<file path="config.mk">
export PLATFORM = sky130hd
export DESIGN_NAME = fd_pipe_reg
export DESIGN_NICKNAME = d
export VERILOG_FILES = /design/src/rtl/fd_pipe_reg.sv
export SDC_FILE = /design/constraint.sdc
export NUM_CORES = 1
export LEC_CHECK = 0
export BUFFER_PORTS_ARGS = -buffer_cell sky130_fd_sc_hd__buf_2
export CORE_MARGIN = 2
export CORE_UTILIZATION = 30
export CTS_BUF_LIST = sky130_fd_sc_hd__clkbuf_16
export CTS_CLUSTER_DIAMETER = 80
export CTS_CLUSTER_SIZE = 24
export DETAILED_ROUTE_END_ITERATION = 7
export PLACE_DENSITY = 0.63
export SYNTH_ARGS = -nofsm -noshare
export SYNTH_HDL_FRONTEND = slang
export SYNTH_SLANG_ARGS = --single-unit
export TNS_END_PERCENT = 100
</file>
<file path="constraint.sdc">
create_clock -name clk -period 3.9 [get_ports clk]
set_input_delay 0.195 -clock clk [delete_from_list [all_inputs] [get_ports clk]]
set_output_delay 0.195 -clock clk [all_outputs]
set_load 0.02 [all_outputs]
</file>
<file path="src/rtl/fd_pipe_reg.sv">
// Fetch/decode pipeline register with bubble injection on jumps, stall hold and sticky halt.
// A long jump arms SHADOW extra bubble slots after the jump edge itself.
module fd_pipe_reg #(
    parameter int              PC_W     = 32,
    parameter int              INS_W    = 32,
    parameter logic [INS_W-1:0] NOP_WORD = INS_W'(32'hdc000000),
    parameter logic [5:0]      HALT_OP  = 6'b111111,
    parameter int              SHADOW   = 2,
    parameter int              CNT_W    = 4
) (
    input  logic             clk,
    input  logic             rstd,
    input  logic             stall,
    input  logic [5:0]       op_d,
    input  logic [1:0]       jon_d,
    input  logic [PC_W-1:0]  pc_in,
    input  logic [INS_W-1:0] ins_in,
    output logic [PC_W-1:0]  pc_out,
    output logic [INS_W-1:0] ins_out,
    output logic             valid_out,
    output logic             halted,
    output logic [CNT_W-1:0] shadow_cnt
);

    logic [PC_W-1:0]  pc_q, pc_d;
    logic [INS_W-1:0] ins_q, ins_d;
    logic             valid_q, valid_d;
    logic             halted_q, halted_d;
    logic [CNT_W-1:0] shadow_q, shadow_d;
    logic             kill;

    assign kill = (jon_d != 2'b00) || (shadow_q != '0);

    always_comb begin
        pc_d     = pc_q;
        ins_d    = ins_q;
        valid_d  = valid_q;
        halted_d = halted_q;
        shadow_d = shadow_q;
        // Once halted nothing moves; a halt opcode freezes data and counter on the same edge.
        if (!halted_q) begin
            if (op_d == HALT_OP) begin
                halted_d = 1'b1;
            end else begin
                if (kill) begin
                    ins_d   = NOP_WORD;
                    valid_d = 1'b0;
                end else if (!stall) begin
                    pc_d    = pc_in;
                    ins_d   = ins_in;
                    valid_d = 1'b1;
                end
                // Shadow slots are time-based, so they drain even while stalled.
                if (jon_d[1]) begin
                    shadow_d = CNT_W'(SHADOW);
                end else if (shadow_q != '0) begin
                    shadow_d = shadow_q - CNT_W'(1);
                end
            end
        end
    end

    always_ff @(posedge clk) begin
        if (rstd) begin
            pc_q     <= '0;
            ins_q    <= NOP_WORD;
            valid_q  <= 1'b0;
            halted_q <= 1'b0;
            shadow_q <= '0;
        end else begin
            pc_q     <= pc_d;
            ins_q    <= ins_d;
            valid_q  <= valid_d;
            halted_q <= halted_d;
            shadow_q <= shadow_d;
        end
    end

    assign pc_out     = pc_q;
    assign ins_out    = ins_q;
    assign valid_out  = valid_q;
    assign halted     = halted_q;
    assign shadow_cnt = shadow_q;

endmodule

</file>
==> key figures <==
Status
  – Status: complete, no violations

Yosys
  – Leading area contributor after synthesis: dfxtp_1
  – Synth warnings: 0
  – Synth Cell Area: 2800 um2
  – Gate Count Post-Synth: 250
  – Yosys cell types: 34
  – Most frequent cell after synthesis: dfxtp_1
  – Commonest cells post-synth: 70 x dfxtp_1, 64 x nand2b_1, 32 x mux2i_1
  – Mapped Nets: 326
  – Synth async-reset ratio: 0%
  – Synth Flop Type: dfxtp_1
  – Number of synthesized register bits: 70
  – Syn_area_per_cell: 11.2 um2
  – Yosys top cell area share: 50.1%
  – Post-synth EDFFs: 0
  – Post-synthesis sequential area ratio: 50.1%
  – Synth area leaders: dfxtp_1 50%, nand2b_1 14%, mux2i_1 11%, a22o_1 8.5%, buf_6 2.0%

Worst setup path
  – Max stage delay on crit path: 0.63 ns
  – Crit path from: shadow_cnt[0]
  – Setup CP Type: register to register
  – Slowest cell on the critical path: a21oi_4
  – Critical path depth in cells: 6
  – WP data arrival: 2.48 ns
  – Worst path bufs/invs: 1
  – Reg2reg end: ins_out[10]
  – Req. time, crit path: 4.17 ns
  – Largest fanout on the critical path: 27
  – Reg2Reg Depth: 6
  – Crit-path cells: inv_1 > ha_1 > nor4b_4 > nand3b_1 > a21oi_4 > a22o_1
  – Crit. End Element: register
  – CP delay by family, top: compound AO/OA/AOI/OAI gates
  – Critical register-to-register path startpoint: shadow_cnt[0]
  – Crit path to: ins_out[10]
  – Crit path launch type: register
  – Setup slack, reg-to-reg: 1.68 ns

CTS
  – Clk sinks: 70
  – TritonCTS clock tree: built
  – CTS H-tree depth: 3
  – Clock Latency Late Sink: 0.32 ns
  – Post-CTS Setup Repair Bufs: 0
  – Total CTS buffers: 9
  – Post-CTS Hold Fix Bufs: 0
  – Post-cts resize count: 0
  – Clock transition at path regs: 0.06 ns
  – CTS max path bufs: 2
  – CTS Root Cell: clkbuf_16

STA
  – F_max: 451 MHz
  – Final TNS setup: 0 ns
  – Setup violations, final: 0
  – Worst hold slack: 0.0773 ns
  – Min Clock Period, post-route: 2.22 ns
  – RSZ-0062 raised after global routing: no
  – Least-Margin Pin Slew: 1.01 ns
  – Setup WS post-layout: 1.68 ns
  – Slew HR: 33.0%
  – Slew Viols, Final: 0
  – Final period utilization: 56.8%
  – Clock Skews: 0.00800 ns
  – Hold Vio Cnt, Final: 0

Final layout
  – Antenna diodes: 0
  – Storage cell area: 1400 um2
  – Layout cells sized above 1: 41.7%
  – Layout fillers: 918
  – Area Overhead vs Synth: 36.8%
  – Multi-input gate area: 1280 um2
  – Nets: 467
  – Final Cell Area: 3830 um2
  – Final Util: 41.8%

Power
  – Switch share: 24.0%
  – Combinational share of power: 10.9%
  – Pint: 1.24 mW
  – PwrDens: 426 nW/um2
  – Leak Pwr: 1.74 nW
  – Worst vdd ir: 0.143 mV
  – Clock power share: 43.2%
  – Sequential group share of total power: 45.9%
  – Switch Pwr: 0.391 mW

Floorplanning
  – Initial Util: 30.6%
  – Ports: 145
  – Die Area: 10100 um2
  – Die Ht: 101 um
  – Core box area: 9150 um2
  – Row count: 35
  – Die W: 101 um

Drt
  – Initial DRT Pass Iterations: 4
  – Post-route ant nets: 0
  – DR iter-0 viols: 32
  – DRC Markers: 0
  – Vias: 2341
  – Post-Route WL: 6260 um
  – Mean routed wirelength per cell: 12.3 um
  – Vias per cell: 4.62

Placement
  – DP Wirelength: 4400 um
  – Setup slack at placement: 1.70 ns
  – GPL Wtd Cong: 0.690
  – DP Area: 3570 um2
  – Port Buffer Count: 144

Worst hold path
  – Hold crit path type: primary input to register

Global routing
  – Largest net degree at the start of global routing: 76
  – Total GRT Usage: 12.3%
  – Vias in the first global route: 2246
  – Initial antenna violation count: 0
  – GRT Residual Overflow: 0
  – First-pass GRT wire length: 9850 um

Job
  – MaxCap Viol Count: 0
==> final cells by class <==
cell class,count,area share (%)
Clock buffer,9,5.89
Inverter,2,0.196
Timing Repair Buffer,146,19.2
Tap cell,111,3.63
Clock inverter,7,0.883
Multi-Input combinational cell,162,33.6
Sequential cell,70,36.6
==> cell usage in the layout (no fill, tap or decap), types with 2 or more instances in the layout <==
| cell type | count |
|---|---|
| inv_1 | 4 |
| o21a_1 | 2 |
| clkinv_1 | 2 |
| o21ai_0 | 3 |
| dfxtp_1 | 70 |
| clkinv_2 | 2 |
| buf_4 | 2 |
| nand2_1 | 2 |
| mux2i_1 | 32 |
| nor2_1 | 4 |
| clkbuf_16 | 9 |
| o22a_1 | 5 |
| buf_2 | 144 |
| nand2b_1 | 64 |
| a21oi_1 | 3 |
| a22o_1 | 27 |
==> routing by layer <==
metal  vias up  share of wire (%)  wire length (um)  global-route usage [%]
met1      1052                 44              2780                    14.1
met2       120                 42              2630                    19.0
li1       1159                  -                 -                       -
met5         -                  0                 0                       0
met3        10                 12               723                    5.89
met4         0                1.9               118                    6.01
==> state kept, by name (all words and copies together), names as in the netlist <==
| signal | cells |
|---|---|
| halted | 1 |
| ins_out | 32 |
| pc_out | 32 |
| shadow_cnt | 4 |
| valid_out | 1 |
==> power groups by stage <==
stage / combinational, mW / sequential, mW / clock [mW]
2_1_floorplan: 0.0850 / 0.788 / 0
3_3_place_gp: 0.176 / 0.763 / 0
3_5_place_dp: 0.180 / 0.764 / 0
4_1_cts: 0.180 / 0.749 / 0.729
5_1_grt: 0.195 / 0.751 / 0.758
6_report: 0.178 / 0.749 / 0.704
==> metrics by stage <==
stage / std cells / power [mW]
6_report: 507 / 1.63
5_1_grt: 507 / 1.70
4_1_cts: 507 / 1.66
3_5_place_dp: 491 / 0.943
3_3_place_gp: 491 / 0.939
2_1_floorplan: 250 / 0.873
==> worst min path at each step <==
stage	startpoint	to	slack, ns	cells past startpoint
6_report	ins_in[27]	ins_out[27]	0.08	2
5_1_grt	ins_in[13]	ins_out[13]	0.07	2
4_1_cts	ins_in[28]	ins_out[28]	0.07	2
3_5_place_dp	ins_in[28]	ins_out[28]	0.40	2
3_3_place_gp	ins_in[30]	ins_out[30]	0.40	2
2_1_floorplan	ins_in[26]	ins_out[26]	0.31	1
==> cell families (layout without fill, tap and decap cells) <==
kind of cell,after synthesis,count (layout),synth area share (%)
simple gates,84,84,20.4
mux,32,32,11.4
compound gates,45,45,13.6
flops,70,70,50.1
fa+ha+maj,1,1,0.447
buf+inv,18,164,4.02
==> worst reg2reg max path, cell delays in order, from the launching register on <==
cell and delay [ns]:
dfxtp_1 0.33, inv_1 0.06, ha_1 0.18, nor4b_4 0.44, nand3b_1 0.24, a21oi_4 0.63, a22o_1 0.27
No activity file was read; power rests on OpenSTA's default activity.
